===== src/rtl/mk14_display_scanner.sv =====
// Display-refresh engine: periodically takes the shared BRAM port from the core and
// burst-reads N_DIGITS bytes into a display shadow register. Optional DISPLAY_CHANGE_DETECT_EN adds 'changed'.
module mk14_display_scanner #(
    parameter int                    ADDR_WIDTH     = 16,
    parameter int                    DATA_WIDTH     = 8,
    parameter int                    N_DIGITS       = 8,
    parameter logic [ADDR_WIDTH-1:0] BASE_ADDR      = 16'h0D00,
    parameter int                    REFRESH_CYCLES = 50000
) (
    input  logic                           clk,
    input  logic                           rst_n,
    input  logic                           core_busy,
    output logic                           core_en,
    output logic [ADDR_WIDTH-1:0]          mem_addr,
    input  logic [DATA_WIDTH-1:0]          mem_read_data,
    output logic [N_DIGITS*DATA_WIDTH-1:0] display,
    output logic                           frame_done,
`ifdef DISPLAY_CHANGE_DETECT_EN
    output logic                           changed,
`endif
    output logic [2:0]                     state_dbg
);

    localparam int IDX_W = (N_DIGITS > 1) ? $clog2(N_DIGITS) : 1;
    localparam int CNT_W = $clog2(REFRESH_CYCLES);
    localparam logic [IDX_W-1:0] LAST_IDX = IDX_W'(N_DIGITS - 1);
    localparam logic [CNT_W-1:0] LAST_CNT = CNT_W'(REFRESH_CYCLES - 1);

    typedef enum logic [2:0] {
        ST_INIT = 3'd0,
        ST_IDLE = 3'd1,
        ST_ARM  = 3'd2,
        ST_SCAN = 3'd3,
        ST_TAIL = 3'd4
    } state_t;

    state_t           state;
    state_t           state_nx;
    logic [CNT_W-1:0] period_cnt;
    logic [IDX_W-1:0] idx;
    logic [IDX_W-1:0] cap_idx;
    logic             capture;
    logic             core_en_nx;
    logic             done_nx;

    assign state_dbg = state;
    // Index holds at its last value outside SCAN, so the address does too.
    assign mem_addr  = BASE_ADDR + ADDR_WIDTH'(idx);

    always_ff @(posedge clk) begin
        if (!rst_n) state <= ST_INIT;
        else        state <= state_nx;
    end

    always_comb begin
        state_nx = state;
        case (state)
            ST_INIT: state_nx = ST_SCAN;
            ST_IDLE: if (period_cnt == LAST_CNT) state_nx = ST_ARM;
            ST_ARM:  if (!core_busy) state_nx = ST_SCAN;
            ST_SCAN: if (idx == LAST_IDX) state_nx = ST_TAIL;
            ST_TAIL: state_nx = ST_IDLE;
            default: state_nx = ST_INIT;
        endcase
    end

    // Read data lags the address by one cycle, so digit idx-1 lands during SCAN and the last in TAIL.
    always_comb begin
        core_en_nx = (state_nx == ST_IDLE) || (state_nx == ST_ARM);
        done_nx    = (state == ST_TAIL);
        capture    = ((state == ST_SCAN) && (idx != '0)) || (state == ST_TAIL);
        cap_idx    = (state == ST_TAIL) ? idx : IDX_W'(idx - 1'b1);
    end

    always_ff @(posedge clk) begin
        if (!rst_n) begin
            core_en    <= 1'b0;
            frame_done <= 1'b0;
            period_cnt <= '0;
            idx        <= '0;
            display    <= '0;
        end else begin
            core_en    <= core_en_nx;
            frame_done <= done_nx;
            if (state == ST_IDLE)
                period_cnt <= (period_cnt == LAST_CNT) ? '0 : CNT_W'(period_cnt + 1'b1);
            if ((state == ST_ARM) && (state_nx == ST_SCAN))
                idx <= '0;
            else if ((state == ST_SCAN) && (idx != LAST_IDX))
                idx <= IDX_W'(idx + 1'b1);
            for (int i = 0; i < N_DIGITS; i++) begin
                if (capture && (cap_idx == IDX_W'(i)))
                    display[DATA_WIDTH*i +: DATA_WIDTH] <= mem_read_data;
            end
        end
    end

`ifdef DISPLAY_CHANGE_DETECT_EN
    logic [DATA_WIDTH-1:0] cap_old;
    logic                  cap_differs;
    logic                  diff_flag;

    always_comb begin
        cap_old = '0;
        for (int i = 0; i < N_DIGITS; i++) begin
            if (cap_idx == IDX_W'(i))
                cap_old = display[DATA_WIDTH*i +: DATA_WIDTH];
        end
        cap_differs = capture && (cap_old != mem_read_data);
    end

    // Sticky compare flag spans the whole burst; cleared as the burst begins.
    always_ff @(posedge clk) begin
        if (!rst_n) begin
            diff_flag <= 1'b0;
            changed   <= 1'b0;
        end else begin
            if ((state_nx == ST_SCAN) && (state != ST_SCAN))
                diff_flag <= 1'b0;
            else if (cap_differs)
                diff_flag <= 1'b1;
            changed <= (state == ST_TAIL) && (diff_flag || cap_differs);
        end
    end
`endif

endmodule


===== config.mk =====
export PLATFORM = sky130hd
export DESIGN_NAME = mk14_display_scanner
export DESIGN_NICKNAME = d
export VERILOG_FILES = /design/src/rtl/mk14_display_scanner.sv
export SDC_FILE = /design/constraint.sdc
export NUM_CORES = 1
export LEC_CHECK = 0
export BUFFER_PORTS_ARGS = -buffer_cell sky130_fd_sc_hd__buf_2
export CORE_ASPECT_RATIO = 2
export CORE_MARGIN = 8
export CORE_UTILIZATION = 53
export DETAILED_ROUTE_END_ITERATION = 8
export PLACE_DENSITY = 0.75
export SLEW_MARGIN = 20
export SYNTH_ARGS = -nofsm -noshare
export SYNTH_HDL_FRONTEND = slang
export SYNTH_SLANG_ARGS = --single-unit
export TNS_END_PERCENT = 5

===== constraint.sdc =====
create_clock -name clk -period 2.9 [get_ports clk]
set_input_delay 0.435 -clock clk [delete_from_list [all_inputs] [get_ports clk]]
set_output_delay 0.435 -clock clk [all_outputs]
set_load 0.05 [all_outputs]

==> results.sh, run 1 <==
export IMPL_outcome="completed"
export IMPL_seq_power_share=0.500
export IMPL_antenna_violating_nets_left=0
export IMPL_drt_iter0_drc=254
export IMPL_grt_start_max_net_pins=35
export IMPL_critical_path_endpoint_type="flop"
export IMPL_post_cts_resized=0
export IMPL_final_setup_skew_ns=0.00763
export IMPL_tritoncts="done"
export IMPL_timing_final_max_slew_violations=0
export IMPL_grt_first_pass_wirelength_um=14500
export IMPL_design_die_area_mm2=0.0105
export IMPL_hold_violations=0
export IMPL_total_leakage_power_nw=2.07
export IMPL_drv_cap=0
export IMPL_yosysSeqAreaShare=0.455
export IMPL_cts_htree_levels=3
export IMPL_reg2reg_slack_ns=0.59
export IMPL_cts_inserted_buffers=9
export IMPL_core_region_area_mm2=0.00716
export IMPL_antenna_diode_count=0
export IMPL_timing_setup_critical_path_class="flop to flop"
export IMPL_fraction_of_power_spent_switching_nets=0.254
export IMPL_cts_root_buffer="clkbuf_16"
export IMPL_synth_edff_count=0
export IMPL_finish_instance_area_mm2=0.00454
export IMPL_drive_gt1_frac=0.260
export IMPL_timing_critical_path_arrival_ns=2.56
export IMPL_ys_top_cells_by_area="dfxtp_1, mux2i_1, nand2_1"
export IMPL_yosys_register_bits=88
export IMPL_synth_top_area_frac=0.455
export IMPL_synth_top_cells_by_count="dfxtp_1, nand2_1, mux2i_1, nor2_1, buf_4"
export IMPL_clock_path_buffers=2
export IMPL_net_switching_power_w=0.000627
export IMPL_place_detailed_hpwl_um=6130
export IMPL_num_io_pins=96
export IMPL_synthMostInstantiatedCell="dfxtp_1"
export IMPL_yosysTopAreaCell="dfxtp_1"
export IMPL_fin_crit_sh=0.795
export IMPL_grt_setup_unrepaired="false"
export IMPL_combinationalPowerShare=0.079
export IMPL_detail_route_first_pass_iterations=5
export IMPL_cp_launch_type="flop"
export IMPL_fin_crit_ns=2.31
export IMPL_die_w_um=76.5
export IMPL_timing_max_slew_rel_slack=0.584
export IMPL_viasPerCell=5.15
export IMPL_place_congestion=0.795
export IMPL_nets=473
export IMPL_postSynthAreaPerCell_um2=10.2
export IMPL_grt_antenna_before_repair=0
export IMPL_final_wirelength_um=8960
export IMPL_remaining_routing_drc_violations=0
export IMPL_numPortBuffers=82
export IMPL_internal_power_w=0.00184
export IMPL_synthesis_yosys_warnings=0
export IMPL_hold_buffers_post_cts=0
export IMPL_fmax_mhz=434
export IMPL_detail_route_wl_per_cell_um=16.2
export IMPL_critical_path_max_fanout=8
export IMPL_nFillCells=600
export IMPL_gr_usage_all_layers=0.171
export IMPL_first_global_vias=2721
export IMPL_clkTransAtPathRegs_ns=0.06
export IMPL_ffs_w_async_s_r_synth=0
export IMPL_fin_tns_setup_ns=0
export IMPL_synth_cell_area_mm2=0.00387
export IMPL_timing_critical_path_required_ns=3.16
export IMPL_post_cts_repair_setup_buffers=0
export IMPL_dr_total_vias=2850
export IMPL_rows=44
export IMPL_initial_utilization=0.541
export IMPL_syn_inst=381
export IMPL_power_density_mw_per_mm2=544
export IMPL_dominantRegCellSynth="dfxtp_1"
export IMPL_total_power_w=0.00247
export IMPL_setup_viol=0
export IMPL_grt_remaining_overflow=0
export IMPL_tightest_slew_ns=0.620
export IMPL_area_growth_pct=17.2
export IMPL_worst_hold_path_type="flop to flop"
export IMPL_synthDistinctLibCells=46
export IMPL_insertion_delay_ns=0.34
export IMPL_cts_num_sinks=88
export IMPL_vdd_ir_drop_worst_uv=314
export IMPL_power_clock_fraction=0.421
export IMPL_detailed_place_area_mm2=0.00428
export IMPL_chipHeight_um=137
-- worst paths after layout --
path,start,cells past startpoint,endpoint
worst min-delay path,display[21]$_SDFFE_PN0P_,2,display[21]$_SDFFE_PN0P_
worst min register to register,display[21]$_SDFFE_PN0P_,2,display[21]$_SDFFE_PN0P_
worst max-delay path,idx[0]$_SDFFE_PP0P_,5,display[50]$_SDFFE_PN0P_
worst max register to register,idx[0]$_SDFFE_PP0P_,5,display[50]$_SDFFE_PN0P_
-- logic make-up after synthesis --
| group | after synthesis | synth area share |
|---|---|---|
| AND/OR/NAND/NOR | 148 | 0.198 |
| flip-flops | 88 | 0.455 |
| multiplexers | 67 | 0.176 |
| buffers and inverters | 34 | 0.0500 |
| AO/OA/AOI/OAI | 24 | 0.0736 |
| XOR/XNOR | 13 | 0.0294 |
| adder cells (fa/ha/maj) | 5 | 0.0161 |
| other | 2 | 0.00194 |
-- power by group through the flow --
| stage | logic, W | registers [W] | clock network, W |
|---|---|---|---|
| 4_1_cts | 0.000195 | 0.00124 | 0.00105 |
| 6_report | 0.000195 | 0.00124 | 0.00104 |
| 5_1_grt | 0.000210 | 0.00124 | 0.00112 |
| 3_3_place_gp | 0.000192 | 0.00126 | 0 |
| 2_1_floorplan | 0.000149 | 0.00128 | 0 |
| 3_5_place_dp | 0.000193 | 0.00126 | 0 |
-- layout by cell type, fill, tap and decap left out, types with 2 or more instances in the layout --
cell type | netlist | layout
and4b_1 | 2 | 2
o21ai_0 | 7 | 7
and2_1 | 4 | 4
clkbuf_16 | 0 | 9
ha_1 | 5 | 5
a2bb2oi_4 | 4 | 4
and3_1 | 4 | 4
nand4_1 | 8 | 8
or3_1 | 4 | 4
xnor2_1 | 3 | 3
inv_1 | 3 | 3
nor2_1 | 17 | 17
o22ai_4 | 4 | 4
nand2_1 | 77 | 77
nand3_1 | 8 | 8
nor3_2 | 4 | 4
xor2_1 | 10 | 10
clkinv_2 | 0 | 3
dfxtp_1 | 88 | 88
conb_1 | 2 | 13
a21oi_1 | 4 | 4
buf_2 | 5 | 82
buf_4 | 14 | 3
nand2b_1 | 2 | 2
mux2i_1 | 66 | 66
nor3_1 | 3 | 3
and4_1 | 2 | 2
-- area by class of cell --
| cell class | count | area (um^2) | area share |
|---|---|---|---|
| repair buffers | 85 | 433 | 0.0953 |
| clock buffers | 10 | 229 | 0.0504 |
| flip-flops and latches | 88 | 1760 | 0.388 |
| inverters | 3 | 11.3 | 0.00248 |
| multi-input cells | 270 | 1960 | 0.432 |
| clock inverters | 5 | 32.5 | 0.00716 |
| well taps | 92 | 115 | 0.0253 |
-- stage by stage --
step | cells | hold WS (ns) | setup slack (ns) | util
floorplan | 392 | 0.453 | 0.431 | -
global placement | 538 | 0.441 | 0.706 | 0.598
detailed placement | 538 | 0.447 | 0.583 | 0.598
CTS | 553 | 0.457 | 0.590 | 0.635
global route | 553 | 0.477 | 0.449 | 0.635
finish | 553 | 0.455 | 0.595 | 0.635
-- state kept, by name, summed over array words and instances, names as in the netlist --
name        flops
core_en         1
display        64
frame_done      1
idx             3
period_cnt     16
state_dbg       3
-- routing by layer --
layer	GRT usage	part of all wire	up-vias
met5	0	0	-
met4	0.0625	0.015	0
met3	0.0625	0.076	9
met2	0.254	0.45	97
met1	0.222	0.45	1309
li1	-	-	1435
-- critical path, cell delays in order, from the launching register on --
cell and delay (ns):
dfxtp_1 0.49, inv_1 0.20, ha_1 0.39, nor3_1 0.54, a2bb2oi_4 0.38, mux2i_1 0.23
No activity file was read; power rests on OpenSTA's default activity.
==> inputs of run 2 (changes only) <==
==> constraint.sdc (replaced) <==
create_clock -name clk -period 2.15 [get_ports clk]
set_input_delay 0.3225 -clock clk [delete_from_list [all_inputs] [get_ports clk]]
set_output_delay 0.3225 -clock clk [all_outputs]
set_load 0.05 [all_outputs]
==> run 2 against run 1 <==
Combinational power rose by 49%. Worst hold slack got worse by 0.087 ns. Final cell count rose by 2.5%. Power rose by 38%. First-iteration DRC count fell by 10%. Routed wire length rose by 3.2%. Global-route usage rose by 0.40 points. Clock skew fell by 0.0019 ns. Flip-flop and latch count did not move. Clock-buffer cell count rose by 3. Cell area rose by 3.4%. Register-to-register slack got worse by 0.47 ns. Highest routed layer unchanged.
==> results.sh, run 2 (synthesized netlist as in run 1, its figures left out) <==
export IMPL_die_w_um=76.5
export IMPL_core_region_area_mm2=0.00716
export IMPL_viasPerCell=5.22
export IMPL_detail_route_wl_per_cell_um=16.3
export IMPL_timing_max_slew_rel_slack=0.658
export IMPL_most_common_cell_after_layout_fill_and_taps_aside="dfxtp_1"
export IMPL_setup_viol=0
export IMPL_drive_gt1_frac=0.286
export IMPL_place_congestion=0.790
export IMPL_cp_launch_type="flop"
export IMPL_vdd_ir_drop_worst_uv=476
export IMPL_total_leakage_power_nw=2.15
export IMPL_numPortBuffers=82
export IMPL_largest_register_ff_count=64
export IMPL_reg2reg_slack_ns=0.13
export IMPL_cts_root_buffer="clkbuf_16"
export IMPL_timing_setup_critical_path_class="flop to flop"
export IMPL_outcome="completed"
export IMPL_nFillCells=612
export IMPL_fmax_mhz=494
export IMPL_grt_first_pass_wirelength_um=14700
export IMPL_chipHeight_um=137
export IMPL_hold_violations=0
export IMPL_antenna_violating_nets_left=0
export IMPL_grt_antenna_before_repair=0
export IMPL_timing_final_max_slew_violations=0
export IMPL_cts_htree_levels=3
export IMPL_clock_path_buffers=2
export IMPL_first_global_vias=2846
export IMPL_clkTransAtPathRegs_ns=0.06
export IMPL_drt_iter0_drc=228
export IMPL_fin_crit_ns=2.02
export IMPL_cts_inserted_buffers=9
export IMPL_timing_critical_path_required_ns=2.41
export IMPL_nets=486
export IMPL_dpl_cell_count=550
export IMPL_grt_remaining_overflow=0
export IMPL_cts_num_sinks=88
export IMPL_rows=44
export IMPL_final_wirelength_um=9250
export IMPL_largest_register="display"
export IMPL_area_growth_pct=21.2
export IMPL_drv_cap=0
export IMPL_hold_buffers_post_cts=0
export IMPL_critical_path_endpoint_type="flop"
export IMPL_antenna_diode_count=0
export IMPL_largest_registers="display: 64 flops, period_cnt: 16 flops"
export IMPL_dr_total_vias=2959
export IMPL_final_setup_skew_ns=0.00575
export IMPL_place_detailed_hpwl_um=6550
export IMPL_timing_critical_path_arrival_ns=2.28
export IMPL_hold_worst_slack_ns=0.369
export IMPL_design_die_area_mm2=0.0105
export IMPL_num_io_pins=96
export IMPL_finalNonFillerCells=567
export IMPL_worst_hold_path_type="input port to flop"
export IMPL_tritoncts="done"
export IMPL_fin_tns_setup_ns=0
export IMPL_grt_start_max_net_pins=31
export IMPL_critical_path_max_fanout=8
export IMPL_mostFrequentLayoutCells="dfxtp_1, buf_2, nand2_1"
export IMPL_power_density_mw_per_mm2=727
export IMPL_remaining_routing_drc_violations=0
export IMPL_initial_utilization=0.541
export IMPL_grt_setup_unrepaired="false"
export IMPL_gr_usage_all_layers=0.175
export IMPL_insertion_delay_ns=0.34
export IMPL_detail_route_first_pass_iterations=4
export IMPL_fin_crit_sh=0.941
export IMPL_tightest_slew_ns=0.513
export IMPL_final_core_utilization=0.656
==> run 2: layer usage <==
metal / wire, um / share of wire / vias up / global-route usage
met5: 0 / 0 / - / 0
met4: 174 / 0.019 / 0 / 0.0776
met3: 601 / 0.065 / 12 / 0.0618
met2: 4270 / 0.46 / 95 / 0.267
met1: 4200 / 0.45 / 1393 / 0.218
li1: - / - / 1459 / -
==> run 2: worst max-delay path, cell delays in order (launching register included) <==
cell	delay [ns]
dfxtp_4	0.34
inv_1	0.17
ha_2	0.27
or4b_4	0.57
a2bb2oi_4	0.36
mux2i_1	0.24
==> run 2: worst paths after layout <==
path	from	end	cells after the start
max	idx[0]$_SDFFE_PP0P_	display[38]$_SDFFE_PN0P_	5
min	core_busy	core_en$_SDFF_PN0_	4
max reg2reg	idx[0]$_SDFFE_PP0P_	display[38]$_SDFFE_PN0P_	5
min reg2reg	display[19]$_SDFFE_PN0P_	display[19]$_SDFFE_PN0P_	2
==> run 2: repair_timing <==
| item | in CTS | in global routing |
|---|---|---|
| resized for setup | 0 | 1 |
| endpoints found under the setup margin | 0 | 6 |
| buffers inserted | 0 | 1 |
==> run 2: final cells by class <==
class / instances / area, um^2 / share of cell area
flip-flops and latches: 88 / 1770 / 0.376
inverters: 3 / 11.3 / 0.00240
multi-input cells: 270 / 1960 / 0.418
well taps: 92 / 115 / 0.0245
clock buffers: 13 / 260 / 0.0554
clock inverters: 3 / 23.8 / 0.00506
repair buffers: 98 / 556 / 0.118
==> run 2: power breakdown <==
group | switching (W) | total [W] | internal, W
registers | 0.0000115 | 0.00166 | 0.00164
logic | 0.000211 | 0.000291 | 0.0000802
clock network | 0.000618 | 0.00147 | 0.000851
total | 0.000840 | 0.00342 | 0.00257
==> run 2: metrics by stage <==
stage | area, um^2 | worst slack [ns] | total power (W)
global route | 4700 | 0.0225 | 0.00353
finish | 4700 | 0.127 | 0.00342
global placement | 4390 | 0.160 | 0.00198
floorplan | 3920 | 0.0433 | 0.00193
detailed placement | 4390 | 0.0928 | 0.00198
CTS | 4670 | 0.0661 | 0.00344
==> inputs of run 3 (changes only) <==
--- a/config.mk
+++ b/config.mk
@@ -8,9 +8,9 @@
 export BUFFER_PORTS_ARGS = -buffer_cell sky130_fd_sc_hd__buf_2
 export CORE_ASPECT_RATIO = 2
 export CORE_MARGIN = 8
-export CORE_UTILIZATION = 53
+export CORE_UTILIZATION = 35
 export DETAILED_ROUTE_END_ITERATION = 8
-export PLACE_DENSITY = 0.75
+export PLACE_DENSITY = 0.52
 export SLEW_MARGIN = 20
 export SYNTH_ARGS = -nofsm -noshare
 export SYNTH_HDL_FRONTEND = slang
==> run 3 against run 2 <==
Routed wire length is 12% higher. Cell area is 1.9% higher. Final cell count increased by 8.5%. Non-clock buffer count increased by 1. Setup slack got worse by 0.023 ns. Clock-buffer cell count decreased by 4. Core utilization down 22 points. Global-route usage down 3.4 points.
==> results.sh, run 3 (synthesized netlist as in run 1, its figures left out) <==
export IMPL_remaining_routing_drc_violations=0
export IMPL_fin_crit_sh=0.952
export IMPL_final_setup_skew_ns=0.00876
export IMPL_die_w_um=90.4
export IMPL_detail_route_wl_per_cell_um=16.9
export IMPL_cp_slowest_stage_delay_ns=0.56
export IMPL_fmax_mhz=489
export IMPL_design_die_area_mm2=0.0149
export IMPL_insertion_delay_ns=0.34
export IMPL_place_congestion=0.781
export IMPL_area_growth_pct=23.4
export IMPL_crit_reg2reg_capture="display[43]$_SDFFE_PN0P_"
export IMPL_timing_max_slew_rel_slack=0.563
export IMPL_grt_start_max_net_pins=27
export IMPL_chipHeight_um=165
export IMPL_grt_antenna_before_repair=0
export IMPL_place_detailed_hpwl_um=7890
export IMPL_largest_register="display"
export IMPL_first_global_vias=3092
export IMPL_cts_inserted_buffers=9
export IMPL_antenna_violating_nets_left=0
export IMPL_cts_htree_levels=3
export IMPL_dr_total_vias=2929
export IMPL_slowest_stage="or4b_4"
export IMPL_reg2reg_slack_ns=0.10
export IMPL_clkTransAtPathRegs_ns=0.06
export IMPL_cts_num_sinks=88
export IMPL_cp_launch_type="flop"
export IMPL_grt_first_pass_wirelength_um=16600
export IMPL_regToRegStartpoint="idx[0]$_SDFFE_PP0P_"
export IMPL_cts_root_buffer="clkbuf_16"
export IMPL_largest_registers="display: 64 flops, period_cnt: 16 flops"
export IMPL_fin_tns_setup_ns=0
export IMPL_worst_hold_path_type="input port to flop"
export IMPL_final_wirelength_um=10400
export IMPL_tritoncts="done"
export IMPL_detailed_place_area_mm2=0.00444
export IMPL_timing_setup_critical_path_class="flop to flop"
export IMPL_clock_path_buffers=2
export IMPL_final_core_utilization=0.440
export IMPL_gr_usage_all_layers=0.141
export IMPL_vdd_ir_drop_worst_uv=497
export IMPL_largest_register_ff_count=64
export IMPL_num_io_pins=96
export IMPL_outcome="completed"
export IMPL_tightest_slew_ns=0.651
export IMPL_viasPerCell=4.76
export IMPL_grt_setup_unrepaired="false"
export IMPL_timing_critical_path_required_ns=2.40
export IMPL_setup_viol=0
export IMPL_timing_final_max_slew_violations=0
export IMPL_hold_path_end="core_en$_SDFF_PN0_"
export IMPL_power_density_mw_per_mm2=760
export IMPL_drive_gt1_frac=0.291
export IMPL_mostFrequentLayoutCells="dfxtp_1, buf_2, nand2_1"
export IMPL_antenna_diode_count=0
export IMPL_grt_remaining_overflow=0
export IMPL_holdPathStages=4
export IMPL_fin_crit_ns=2.05
export IMPL_most_common_cell_after_layout_fill_and_taps_aside="dfxtp_1"
export IMPL_rows=54
export IMPL_nets=487
export IMPL_detail_route_first_pass_iterations=4
export IMPL_drt_iter0_drc=115
export IMPL_critical_path_endpoint_type="flop"
export IMPL_numPortBuffers=82
export IMPL_finish_instance_area_mm2=0.00478
export IMPL_total_leakage_power_nw=2.17
export IMPL_critical_path_max_fanout=8
export IMPL_hold_violations=0
export IMPL_hold_path_startpoint="core_busy"
export IMPL_path_cells="inv_1 > ha_2 > or4b_4 > a2bb2oi_4 > mux2i_1"
export IMPL_core_region_area_mm2=0.0109
export IMPL_initial_utilization=0.356
export IMPL_timing_critical_path_arrival_ns=2.30
export IMPL_drv_cap=0
export IMPL_reg2reg_depth=5
run 3: per-stage QoR:
step | setup slack (ns) | total power (W) | std cells | hold WS, ns
6_report | 0.103 | 0.00363 | 615 | 0.361
5_1_grt | 0.00515 | 0.00377 | 615 | 0.431
4_1_cts | 0.0452 | 0.00368 | 614 | 0.362
3_5_place_dp | 0.0637 | 0.00199 | 599 | 0.443
3_3_place_gp | 0.118 | 0.00199 | 599 | 0.441
2_1_floorplan | 0.0433 | 0.00193 | 392 | 0.453
run 3: how the worst max path moves through the flow:
| stage | from | slack [ns] | endpoint | cells past startpoint |
|---|---|---|---|---|
| 4_1_cts | idx[0]$_SDFFE_PP0P_ | 0.05 | display[51]$_SDFFE_PN0P_ | 5 |
| 3_5_place_dp | idx[0]$_SDFFE_PP0P_ | 0.06 | display[51]$_SDFFE_PN0P_ | 5 |
| 6_report | idx[0]$_SDFFE_PP0P_ | 0.10 | display[43]$_SDFFE_PN0P_ | 5 |
| 5_1_grt | idx[0]$_SDFFE_PP0P_ | 0.005 | display[43]$_SDFFE_PN0P_ | 5 |
| 3_3_place_gp | idx[0]$_SDFFE_PP0P_ | 0.12 | display[50]$_SDFFE_PN0P_ | 5 |
| 2_1_floorplan | state_dbg[1]$_SDFF_PN0_ | 0.04 | display[32]$_SDFFE_PN0P_ | 5 |
run 3: worst max-delay path, delay by kind of cell, from the launching register on:
kind	cells	cell delay [ns]
AND/OR/NAND/NOR	1	0.56
multiplexers	1	0.24
AO/OA/AOI/OAI	1	0.35
buffers and inverters	1	0.17
flip-flops	1	0.37
adder cells (fa/ha/maj)	1	0.26
run 3: layer usage:
metal	vias up	track usage	part of all wire
li1	1464	-	-
met3	16	0.0364	0.037
met4	0	0.0610	0.020
met1	1390	0.135	0.38
met2	59	0.276	0.56
met5	-	0	0
run 3: area by class of cell:
type	count	area (um^2)
Clock buffer	9	225
Clock inverter	6	91.3
Fill cell	1095	6090
Inverter	3	11.3
Multi-Input combinational cell	270	1960
Sequential cell	88	1770
Tap cell	140	175
Timing Repair Buffer	99	551
run 3: power by group:
| group | switching (W) | internal (W) | leakage, nW |
|---|---|---|---|
| clock | 0.000661 | 0.00102 | 0.153 |
| sequential | 0.0000155 | 0.00164 | 0.711 |
| combinational | 0.000213 | 0.0000794 | 1.30 |
| total | 0.000890 | 0.00274 | 2.17 |
run 3: repair_timing:
action | CTS | global route
buffers inserted | 0 | 1
resized for setup | 0 | 1
hold buffers | 0 | 0
endpoints found under the setup margin | 0 | 17
